<file path="src/rtl/alu_share_ctrl.sv">
// Round-robin arbiter and sequencer wrapping a shared combinational ALU.
// Two valid/ready requesters in, one backpressured response channel out.
module alu_share_ctrl #(
  parameter int W    = 8,
  parameter int SELW = 4
) (
  input  logic            clk,
  input  logic            rst,
  input  logic            req0_valid,
  output logic            req0_ready,
  input  logic [SELW-1:0] req0_sel,
  input  logic [W-1:0]    req0_a,
  input  logic [W-1:0]    req0_b,
  input  logic            req1_valid,
  output logic            req1_ready,
  input  logic [SELW-1:0] req1_sel,
  input  logic [W-1:0]    req1_a,
  input  logic [W-1:0]    req1_b,
  output logic [W-1:0]    alu_a,
  output logic [W-1:0]    alu_b,
  output logic [SELW-1:0] alu_sel,
  input  logic [W-1:0]    alu_res,
  output logic            rsp_valid,
  input  logic            rsp_ready,
  output logic [W-1:0]    rsp_data,
  output logic            rsp_id,
  output logic            rsp_zero
);

  typedef enum logic [1:0] {IDLE, EXEC, RESP} state_t;

  state_t          state;
  state_t          state_nxt;
  logic            rr;
  logic            grant0;
  logic            grant1;
  logic            accept;
  logic            id_q;
  logic [SELW-1:0] sel_q;
  logic [W-1:0]    a_q;
  logic [W-1:0]    b_q;

  // NOTE: sequential state uses non-blocking assignments so every register
  // samples pre-edge values regardless of process ordering.
  always_ff @(posedge clk) begin
    if (rst) state <= IDLE;
    else     state <= state_nxt;
  end

  // NOTE: every combinational output gets a default first, so no path can
  // leave a signal unassigned and infer a latch.
  always_comb begin
    state_nxt = state;
    unique case (state)
      IDLE:    if (accept)    state_nxt = EXEC;
      EXEC:                   state_nxt = RESP;
      RESP:    if (rsp_ready) state_nxt = IDLE;
      default:                state_nxt = IDLE;
    endcase
  end

  // Grant is offered only in IDLE; rr breaks ties when both requesters are valid.
  always_comb begin
    grant0 = 1'b0;
    grant1 = 1'b0;
    if (state == IDLE && !rst) begin
      if (req0_valid && req1_valid) begin
        grant0 = !rr;
        grant1 = rr;
      end else begin
        grant0 = req0_valid;
        grant1 = req1_valid;
      end
    end
  end

  assign req0_ready = grant0;
  assign req1_ready = grant1;
  assign accept     = (req0_valid & grant0) | (req1_valid & grant1);

  always_ff @(posedge clk) begin
    if (rst) begin
      rr        <= 1'b0;
      id_q      <= 1'b0;
      sel_q     <= '0;
      a_q       <= '0;
      b_q       <= '0;
      rsp_valid <= 1'b0;
      rsp_data  <= '0;
      rsp_zero  <= 1'b0;
    end else begin
      if (accept) begin
        sel_q <= grant1 ? req1_sel : req0_sel;
        a_q   <= grant1 ? req1_a   : req0_a;
        b_q   <= grant1 ? req1_b   : req0_b;
        id_q  <= grant1;
        rr    <= !grant1;
      end
      if (state == EXEC) begin
        rsp_data  <= alu_res;
        rsp_zero  <= (alu_res == '0);
        rsp_valid <= 1'b1;
      end else if (state == RESP && rsp_ready) begin
        rsp_valid <= 1'b0;
      end
    end
  end

  // Operand registers only load on accept, so the ALU inputs hold outside EXEC.
  assign alu_a   = a_q;
  assign alu_b   = b_q;
  assign alu_sel = sel_q;
  assign rsp_id  = id_q;

endmodule

</file>
<file path="config.mk">
export PLATFORM = sky130hd
export DESIGN_NAME = alu_share_ctrl
export DESIGN_NICKNAME = d
export VERILOG_FILES = /design/src/rtl/alu_share_ctrl.sv
export SDC_FILE = /design/constraint.sdc
export NUM_CORES = 1
export LEC_CHECK = 0
export CORE_UTILIZATION = 33
export CTS_CLUSTER_DIAMETER = 40
export DETAILED_ROUTE_END_ITERATION = 10
export PLACE_DENSITY = 0.85
export SLEW_MARGIN = 20
export SYNTH_ARGS = -nofsm -noshare
export SYNTH_HDL_FRONTEND = slang
export SYNTH_SLANG_ARGS = --single-unit
</file>
<file path="constraint.sdc">
create_clock -name clk -period 1.6 [get_ports clk]
set_input_delay 0.32 -clock clk [delete_from_list [all_inputs] [get_ports clk]]
set_output_delay 0.32 -clock clk [all_outputs]
set_load 0.05 [all_outputs]
</file>
Word level (Yosys, flattened, before mapping)
Index checks and enable logic that the tools add are counted.

Register bits after elaboration: 34. Word-level logic and storage cells: 38. Input bits: 53.

Eq/ne operators: 4. Muxes and demuxes: 12. Bitwise gates (word level): 3. Reductions and logical operators: 10.

Operators by type and width (count): $mux W8 (2); $logic_not A8 Y1 (1); $mux W1 (6); $pmux W2 S3 (1); $mux W2 (2); $mux W4 (1); $ne A2 B2 Y1 const B (2); $logic_and A1 B1 Y1 (3); $logic_not A1 Y1 (3); $and A1 B1 Y1 (2); $eq A2 B1 Y1 const B (1); $eq A2 B2 Y1 const B (1); $logic_not A2 Y1 (1); $reduce_and A2 Y1 (1); $reduce_bool A2 Y1 (1); $or A1 B1 Y1 (1).

Depth between registers and ports, before layout
Depth after elaboration: 7. Gate-level depth with buffers: 5.

Worst setup path after synthesis
No wires, ideal clock.

Kind: register to output. Start: register state[1]. End: output req1_ready. Cell stages (with the launch flop): 5. Required time: 1.280 ns. Slack: -0.231 ns. Data arrival time: 1.511 ns. Path buffers: 1. Path through: dfxtp_1 > or3_1 > buf_2 > or3b_4 > inv_1.

Word-level cells in the longest chain between the ends: 3.

Ends and longest elaborated chain: start: declaration (RTL line 32) `state_t state;`; start signal: assignment (RTL line 47) `else state <= state_nxt;`; $logic_not A2 Y1 (RTL line 66) `if (state == IDLE && !rst) begin`; $logic_and A1 B1 Y1 (RTL line 66); $mux W1 (RTL line 66); end: declaration (RTL line 15) `output logic req1_ready,`.

Every way passes these cells.

Worst setup path after layout
Same ends and word-level chain as after synthesis.

==> metrics.txt <==
register-to-register setup slack -0.04 ns; first-pass GRT wire length 6023 um; final setup fails 9; clock-pin slew on the worst setup and hold paths about 0.07 ns; Post-synth EDFFs 0; P_leak 1.016 nW; antenna cells 0; crit path max-delay cell type or3b_4; Hold Slack 0.4552 ns; status complete, but fails checks; Yosys reg bits 34; CTS tree built; register area ~680 um^2; ANT nets after route 0; final worst path period share 120.1%; CTS Hold Buffers Added 0; vias after detailed routing 1499; DP HPWL about 2900 um; Crit Path Class reg2out; Syn Std Cell Area ~0.0014 mm^2; Slew @ Worst Pin 0.3774 ns; synth cell count leaders 38 x nand2_1, 34 x dfxtp_1, 20 x a221o_1, 20 x nor3_1, 11 x clkbuf_1; clock power share between 30% and 40%; Final min period 1.921 ns; RSZ-0062 raised after global routing true; failing checks setup timing; area of the multi-input gates 628.1 um^2; maximum vdd drop 0.5228 mV; Crit path largest cell delay 0.40 ns; top_reg_cell synth dfxtp_1; Worst Setup End Kind primary output; Clock Skews between 0.007 and 0.008 ns; Layout area overhead 75.41%; clk_lat worst skew around 0.27 ns; Starting Density 34.59%; htree depth 2; Syn Nets 210; P_int 1.769 mW; most numerous cell in the Yosys netlist nand2_1; Die X 66.76 um; switching portion of total power 31.10%; Syn Inst Count 157; Detailed Route Iter0 Violations 162; Bufs on Longest Clock Path 2; Buffers on Ports 85; routed length per instance about 13 um; initial antenna violation count 0; total track usage 17.83%; die area around 0.0045 mm^2; fraction of layout instances using a drive strength above 1 24.40%; Num Clock Sinks 34; total gr overflow 0; # rows 23; Ports 86; Die Y 66.76 um; GP Congestion 0.7540; number of remaining DRC errors 0; Async SR Flop Fraction 0%; CP arrival 1.60 ns; sequential area share after synthesis between 40% and 50%; largest area contributor in the netlist dfxtp_1; post-synth top area share between 40 and 50%; f_max 0.5205 GHz; Fin. Hold Viols 0; # nets final 303; clock buffer count from CTS 5; Vias/cell roughly 5; total design power 2.567 mW; Core ar. 0.004000 mm^2; CTS Root Cell clkbuf_8; final WL 3937 um; vias in the first global route 1378; Switch Pwr 798.2 uW; Critical Path Fanout Max 3; max cap viols 0; critical path buffer and inverter count 2; Rel. slew slack roughly three quarters; drt first pass iters 4; sequential power share a little under two fifths; Max Slew Vio Count 0; number of fillers in the final layout ~370; setup slack after layout -0.3212 ns; Synth cell types 23; largest net degree at the start of global routing 21; Pwr Density 1057 mW/mm^2; crit-path cells or3_4, or3b_4, clkinvlp_4, buf_12; Hold Path Class reg2reg; Comb pwr share about a third; top cells by area, synth dfxtp_1 49%, a221o_1 14%, nand2_1 10%, nor3_1 7.2%, a21oi_1 3.6%; YS warnings 0; Crit path max-delay family simple AND/OR/NAND/NOR gates; WP data required between 1 and 1.5 ns; CP startpoint kind flip-flop; average size of a mapped cell 8.814 um^2
==> final cells by class <==
type,count,share of cell area [%]
clock buffer,6,3.402
sequential,34,28.09
clock inverter,1,1.237
multi-input combinational,106,25.88
tap,50,2.577
inverter,3,0.6186
timing repair buffer,100,38.20
==> worst register-to-register path, stage by stage, from the launching register on <==
cell and delay, ns:
dfxtp_2 0.32, or3_4 0.38, buf_4 0.16, a211oi_4 0.28, buf_4 0.18, buf_6 0.12, a221o_1 0.15
==> sequential cells by signal (all words and copies together), names as in the netlist <==
register   flops
alu_a          8
alu_b          8
rsp_data       8
alu_sel        4
state          2
rr             1
rsp_id         1
rsp_valid      1
rsp_zero       1
==> kinds of logic (layout without fill, tap and decap cells) <==
family / Yosys count / count (layout) / synth area share, %
flops: 34 / 34 / 49.19
simple gates: 71 / 71 / 23.51
compound gates: 35 / 35 / 21.52
buf+inv: 17 / 110 / 5.786
==> cells in the final DEF, fill, tap and decap left out, types with 3 or more instances in the layout <==
master           count
a21oi_1             10
clkdlybuf4s50_1     49
nor3_1              20
buf_12               3
clkbuf_8             6
a221o_1             20
dfxtp_1             33
nand2_1             38
nor2_1               3
buf_4               43
==> timing repair <==
item | in CTS | in global routing
setup buffers | 1 | 2
endpoints found under the hold margin | 0 | 0
gates resized for setup | 4 | 4
setup endpoints to repair | 24 | 16
pin swaps | 3 | 8
==> metal layers <==
metal,vias up,global-route usage [%],share of wire (%)
li1,748,-,-
met1,693,21.39,43
met2,56,30.93,50
met3,2,3.596,6.6
met4,0,6.649,0.051
met5,-,0,0
==> stage by stage <==
| step | util, % | instance area (um^2) | instances | worst slack, ns | TNS (ns) |
|---|---|---|---|---|---|
| 4_1_cts | 60.06 | 2402 | 298 | -0.3583 | -0.5294 |
| 5_1_grt | 60.68 | 2427 | 300 | -0.3727 | -1.403 |
| 3_5_place_dp | 56.96 | 2278 | 290 | -0.5403 | -9.552 |
| 2_1_floorplan | - | 1395 | 157 | -0.1286 | -0.1898 |
| 6_report | 60.68 | 2427 | 300 | -0.3212 | -0.8159 |
| 3_3_place_gp | 56.96 | 2278 | 290 | -0.5440 | -9.252 |
==> worst paths after layout <==
check,startpoint,to,cells past startpoint
min reg2reg,rsp_data[5],rsp_data[5],2
max reg2reg,state[1],alu_b[4],6
max,state[1],req1_ready,4
min,rsp_data[5],rsp_data[5],2
==> power by group through the flow <==
stage                     Combinational [mW]  Clock, mW  Sequential (mW)
after floorplan                        0.209          0             1.25
after global placement                 0.789          0            0.994
after detailed placement               0.798          0            0.995
after CTS                              0.801      0.808            0.979
after global routing                   0.852      0.838            0.988
final                                  0.806      0.781            0.979
(Power assumes the default switching activity.)
